--- config.mk ---
export PLATFORM = sky130hd
export DESIGN_NAME = lc3b_branch_predictor
export DESIGN_NICKNAME = d
export VERILOG_FILES = /design/src/rtl/lc3b_branch_predictor_pkg.sv /design/src/rtl/lc3b_branch_predictor_pattern_history_table.sv /design/src/rtl/lc3b_branch_predictor.sv
export SDC_FILE = /design/constraint.sdc
export NUM_CORES = 1
export LEC_CHECK = 0
export BUFFER_PORTS_ARGS = -buffer_cell sky130_fd_sc_hd__buf_2
export CORE_ASPECT_RATIO = 0.9
export CORE_MARGIN = 10
export CORE_UTILIZATION = 51
export DETAILED_ROUTE_END_ITERATION = 8
export PLACE_DENSITY = 0.78
export RECOVER_POWER = 50
export SYNTH_ARGS = -nofsm -noshare
export SYNTH_HDL_FRONTEND = slang
export SYNTH_HIERARCHICAL = 1
export SYNTH_SLANG_ARGS = --single-unit
--- constraint.sdc ---
create_clock -name clk -period 2 [get_ports clk]
set_input_delay 0.3 -clock clk [delete_from_list [all_inputs] [get_ports clk]]
set_output_delay 0.3 -clock clk [all_outputs]
set_load 0.02 [all_outputs]
--- src/rtl/lc3b_branch_predictor_pkg.sv ---
// Shared types and constants for the LC-3b dynamic branch predictor.
// Holds the predictor mode enum and the counter reset-value helper.
package lc3b_types;

    typedef enum logic {
        BP_BIMODAL = 1'b0,
        BP_GSHARE  = 1'b1
    } lc3b_bp_mode;

    // Zero history bits means the table is indexed by PC alone.
    function automatic lc3b_bp_mode bp_mode(input int history_bits);
        return (history_bits == 0) ? BP_BIMODAL : BP_GSHARE;
    endfunction

    // Weakly-not-taken: one below the taken threshold (01 for 2 bits).
    function automatic int weak_not_taken(input int counter_bits);
        return (1 << (counter_bits - 1)) - 1;
    endfunction

endpackage

--- src/rtl/lc3b_branch_predictor_pattern_history_table.sv ---
// Pattern history table of saturating counters, one read and one update port.
// Ports: clk, reset, rd_index -> rd_taken (counter MSB); wr_en/wr_index/wr_taken.
module pattern_history_table
    import lc3b_types::*;
#(
    parameter int INDEX_BITS   = 4,
    parameter int COUNTER_BITS = 2
) (
    input  logic                  clk,
    input  logic                  reset,
    input  logic [INDEX_BITS-1:0] rd_index,
    output logic                  rd_taken,
    input  logic                  wr_en,
    input  logic [INDEX_BITS-1:0] wr_index,
    input  logic                  wr_taken
);

    localparam int ENTRIES = 1 << INDEX_BITS;
    localparam logic [COUNTER_BITS-1:0] CTR_MAX = '1;
    localparam logic [COUNTER_BITS-1:0] CTR_MIN = '0;
    localparam logic [COUNTER_BITS-1:0] CTR_RST =
        COUNTER_BITS'(weak_not_taken(COUNTER_BITS));

    logic [COUNTER_BITS-1:0] ctr [ENTRIES];
    logic [COUNTER_BITS-1:0] cur;

    // Read sees the registered value, so a same-cycle update is not bypassed.
    assign rd_taken = ctr[rd_index][COUNTER_BITS-1];
    assign cur      = ctr[wr_index];

    always_ff @(posedge clk) begin
        if (reset) begin
            for (int i = 0; i < ENTRIES; i++) begin
                ctr[i] <= CTR_RST;
            end
        end else if (wr_en) begin
            if (wr_taken && cur != CTR_MAX) begin
                ctr[wr_index] <= cur + 1'b1;
            end else if (!wr_taken && cur != CTR_MIN) begin
                ctr[wr_index] <= cur - 1'b1;
            end
        end
    end

endmodule

--- src/rtl/lc3b_branch_predictor.sv ---
// Dynamic branch predictor (bimodal or gshare) for the pipelined LC-3b.
// Ports: stage_IF_pc -> branch_prediction/prediction_index; resolve_* update; stats.
module lc3b_branch_predictor
    import lc3b_types::*;
#(
    parameter int INDEX_BITS   = 4,
    parameter int HISTORY_BITS = 0,
    parameter int COUNTER_BITS = 2,
    parameter int STAT_BITS    = 16
) (
    input  logic                  clk,
    input  logic                  reset,
    input  logic [15:0]           stage_IF_pc,
    output logic                  branch_prediction,
    output logic [INDEX_BITS-1:0] prediction_index,
    input  logic                  resolve_valid,
    input  logic [INDEX_BITS-1:0] resolve_index,
    input  logic                  resolve_taken,
    input  logic                  resolve_prediction,
    input  logic                  stat_clear,
    output logic                  mispredict,
    output logic [STAT_BITS-1:0]  stat_branches,
    output logic [STAT_BITS-1:0]  stat_mispredicts
);

    localparam lc3b_bp_mode MODE = bp_mode(HISTORY_BITS);

    if (HISTORY_BITS > INDEX_BITS || HISTORY_BITS < 0) begin : g_bad_hist
        $error("HISTORY_BITS must be in 0..INDEX_BITS");
    end
    if (COUNTER_BITS < 1) begin : g_bad_ctr
        $error("COUNTER_BITS must be at least 1");
    end

    logic [INDEX_BITS-1:0] pc_index;
    logic                  unused_pc;

    // Bit 0 is always zero for word-aligned fetch; upper bits are not hashed.
    assign pc_index  = stage_IF_pc[INDEX_BITS:1];
    assign unused_pc = ^stage_IF_pc;

    if (MODE == BP_GSHARE) begin : g_gshare
        logic [HISTORY_BITS-1:0] ghr;

        assign prediction_index = pc_index ^ INDEX_BITS'(ghr);

        // History is committed only at resolve, so it never needs repair.
        always_ff @(posedge clk) begin
            if (reset) begin
                ghr <= '0;
            end else if (resolve_valid) begin
                ghr <= HISTORY_BITS'({ghr, resolve_taken});
            end
        end
    end else begin : g_bimodal
        assign prediction_index = pc_index;
    end

    pattern_history_table #(
        .INDEX_BITS   (INDEX_BITS),
        .COUNTER_BITS (COUNTER_BITS)
    ) u_pht (
        .clk      (clk),
        .reset    (reset),
        .rd_index (prediction_index),
        .rd_taken (branch_prediction),
        .wr_en    (resolve_valid),
        .wr_index (resolve_index),
        .wr_taken (resolve_taken)
    );

    assign mispredict = resolve_valid && (resolve_prediction != resolve_taken);

    localparam logic [STAT_BITS-1:0] STAT_MAX = '1;

    always_ff @(posedge clk) begin
        if (reset || stat_clear) begin
            stat_branches    <= '0;
            stat_mispredicts <= '0;
        end else begin
            if (resolve_valid && stat_branches != STAT_MAX) begin
                stat_branches <= stat_branches + 1'b1;
            end
            if (mispredict && stat_mispredicts != STAT_MAX) begin
                stat_mispredicts <= stat_mispredicts + 1'b1;
            end
        end
    end

endmodule

==> impl_metrics.env <==
export IMPL_setup_worst_path_start_class="flop"
export IMPL_crit_arrival_ps=1970
export IMPL_cts_root_buf="clkbuf_8"
export IMPL_antenna_cells=0
export IMPL_synthTopCellsByArea="edfxtp_1 25%, dfxtp_1 17%, mux4_2 5.4%"
export IMPL_synth_seq_cells=64
export IMPL_wl_per_cell_um=17.6
export IMPL_crit_start="u_pht/ctr[3][1]"
export IMPL_htree_levels=3
export IMPL_power_frac_comb_pct=13.2
export IMPL_crit_cells=4
export IMPL_period_share_pct=113
export IMPL_synthCells=364
export IMPL_cts_hold_buf=0
export IMPL_syn_nets=392
export IMPL_cts_buffers=9
export IMPL_end_kind="output port"
export IMPL_areaGrowthSynthToFinish_pct=21.8
export IMPL_relSlewSlack_pct=67.7
export IMPL_p_total_mw=3.08
export IMPL_topRoutingLayerUsed="met4"
export IMPL_gp_congestion=0.808
export IMPL_clkPwrFrac_pct=41.2
export IMPL_cts_max_path_buffers=2
export IMPL_fillers=631
export IMPL_antenna_found_initial=0
export IMPL_final_nets=459
export IMPL_portBuffers=51
export IMPL_seqPwrFrac_pct=45.7
export IMPL_netlist_area_sq_mm=0.00377
export IMPL_hold_ws_ps=331
export IMPL_drtPass1Iterations=4
export IMPL_rows=29
export IMPL_dieArea_sq_mm=0.0112
export IMPL_synth_warnings=6
export IMPL_violations="setup timing"
export IMPL_cp_common_cell="mux4_2"
export IMPL_cap_viol_max_count=0
export IMPL_grt_pass1_vias=3138
export IMPL_grtUsageTotal_pct=16.7
export IMPL_status="finished, violations left"
export IMPL_fin_crit_ps=2270
export IMPL_synth_async_reset_ratio_pct=0
export IMPL_power_leakage_nw=1.51
export IMPL_final_cell_mix="37 x nand2_1, 34 x clkbuf_1, 32 x dfxtp_1, 32 x edfxtp_1, 27 x nor2_1"
export IMPL_yosysTopAreaCellShare_pct=25.5
export IMPL_maxSlewViolCount=0
export IMPL_wl_met1_um=4330
export IMPL_die_y_um=102
export IMPL_intPower_mw=2.31
export IMPL_fmax_mhz=441
export IMPL_grt_pass1_wl_um=15600
export IMPL_reg2reg_slack_ps=-130
export IMPL_crit_buf_inv=2
export IMPL_crit_required_ps=1700
export IMPL_rsz0062_at_grt="true"
export IMPL_grt_ovfl_total=0
export IMPL_grt_max_degree=21
export IMPL_final_setup_worst_slack_ps=-269
export IMPL_fin_util_pct=64.5
export IMPL_setup_viol=65
export IMPL_final_layout_size_suffix_gt1_share_pct=25.7
export IMPL_die_x_um=111
export IMPL_clk_latency_ps=340
export IMPL_ys_seq_area_share_pct=42.5
export IMPL_syn_area_per_cell_sq_um=10.4
export IMPL_switching_share_pct=24.8
export IMPL_critPathCapture="branch_prediction"
export IMPL_cts_sinks=64
export IMPL_hold_violations=0
export IMPL_ir_drop_v=0.000490
export IMPL_synth_ff_type="edfxtp_1"
export IMPL_critical_path_top_delay_family="multiplexers"
export IMPL_reg2reg_to="u_pht/ctr[2][0]"
export IMPL_dp_hpwl_um=6850
export IMPL_final_common_cell="nand2_1"
export IMPL_route_met2_wl_um=4460
export IMPL_tightestPinTransition_ps=481
export IMPL_io_pins=64
export IMPL_drc_errors=0
export IMPL_synth_distinct_cells=59
export IMPL_cp_cell_sequence="buf_4, mux4_2, mux4_2, buf_6"
export IMPL_fin_skew_ps=5.98
export IMPL_hp_start="stat_clear"
export IMPL_yosys_area_top_type="edfxtp_1"
export IMPL_hold_depth=3
export IMPL_dr_wl_met3_um=454
export IMPL_critical_path_max_stage_delay_ps=480
export IMPL_vias=3174
export IMPL_worstPathMaxFanout=2
export IMPL_synth_edf_count=32
export IMPL_cts_tree="built"
export IMPL_hold_class="input port to flop"
export IMPL_core_area_sq_mm=0.00711
export IMPL_r2r_cells=7
export IMPL_clk_pin_slew_ps=70
export IMPL_drt_vias_per_instance=6.00
export IMPL_reg2reg_from="u_pht/ctr[15][1]"
export IMPL_critical_path_class="flop to output port"
export IMPL_p_per_area_mw_per_mm2=670
export IMPL_ant_nets=0
export IMPL_initial_core_util_pct=53.0
export IMPL_wirelength_um=9330
export IMPL_drt_iter0_markers=154
export IMPL_slowest_stage="mux4_2"
export IMPL_switchingPower_mw=0.763
==> power by group through the flow <==
stage	clock network, mW	logic [mW]	registers [mW]
6_report	1.27	0.404	1.40
5_1_grt	1.36	0.433	1.41
3_3_place_gp	0	0.357	1.43
3_5_place_dp	0	0.370	1.43
2_1_floorplan	0	0.252	1.43
4_1_cts	1.29	0.400	1.40
==> repair_timing <==
item / 4_1_cts / 5_1_grt
pin swaps: 1 / 1
setup endpoints to repair: 65 / 66
resized for setup: 16 / 3
buffers inserted: 4 / 0
==> stage by stage <==
stage	setup slack [ps]	area [sq um]	TNS [ps]	cells
floorplan	-135	3890	-2650	364
global placement	-415	4320	-21260	509
detailed placement	-498	4320	-23800	509
CTS	-278	4620	-5500	529
global route	-346	4590	-11050	529
finish	-269	4590	-6150	529
==> how the worst min path moves through the flow <==
stage,to
2_1_floorplan,stat_branches[9]
3_3_place_gp,stat_mispredicts[15]
3_5_place_dp,stat_mispredicts[15]
4_1_cts,stat_branches[9]
5_1_grt,stat_mispredicts[15]
6_report,stat_mispredicts[15]
==> cell usage after synthesis, types with 3 or more instances <==
| cell type | number |
|---|---|
| o41ai_1 | 3 |
| o21ai_0 | 10 |
| a21o_1 | 8 |
| nor3_1 | 18 |
| nand4_1 | 8 |
| edfxtp_1 | 32 |
| inv_1 | 9 |
| o21ai_1 | 3 |
| a21oi_1 | 14 |
| nor2b_1 | 3 |
| buf_2 | 8 |
| mux2i_1 | 5 |
| nor4_2 | 3 |
| mux4_1 | 4 |
| and4_1 | 5 |
| or3_1 | 18 |
| nand3_1 | 24 |
| mux2i_4 | 5 |
| xor2_1 | 4 |
| o31ai_1 | 3 |
| nand2b_1 | 3 |
| nor2_1 | 27 |
| mux4_2 | 9 |
| buf_4 | 4 |
| or4_1 | 3 |
| dfxtp_1 | 32 |
| buf_6 | 4 |
| clkbuf_1 | 5 |
| nand2_1 | 38 |
| o21bai_1 | 10 |
| and2_1 | 3 |
==> state kept, by name, indices dropped and copies added, names as in the netlist <==
| name | count |
|---|---|
| u_pht/ctr | 32 |
| stat_mispredicts | 16 |
| stat_branches | 16 |
==> final cells by class <==
type	instances	area [sq um]	area share, %
timing repair buffer	79	485	10.6
inverter	10	37.5	0.818
multi-input combinational	267	2120	46.2
sequential	64	1600	34.9
clock buffer	10	138	3.00
clock inverter	6	91.3	1.99
tap	93	116	2.53
==> layer usage <==
metal | GRT usage [%] | vias up
met5 | 0 | -
met4 | 4.60 | 0
met3 | 4.26 | 10
met2 | 27.7 | 86
met1 | 21.1 | 1556
li1 | - | 1522
==> kinds of logic (layout without fill, tap and decap cells) <==
kind of cell | after synthesis | count (layout) | share of synthesized area, %
muxes | 23 | 23 | 12.5
adders and majority gates | 2 | 2 | 0.664
buffers and inverters | 33 | 105 | 4.75
and+or+nand+nor | 167 | 167 | 24.6
DFF | 64 | 64 | 42.5
xor gates and xnor gates | 6 | 6 | 1.39
AOI/OAI and AO/OA | 69 | 69 | 13.6
==> worst min-delay path: stages <==
cell	delay, ps
buf_2	150
or3_1	120
mux2i_1	50
No activity file was read; power rests on OpenSTA's default activity.
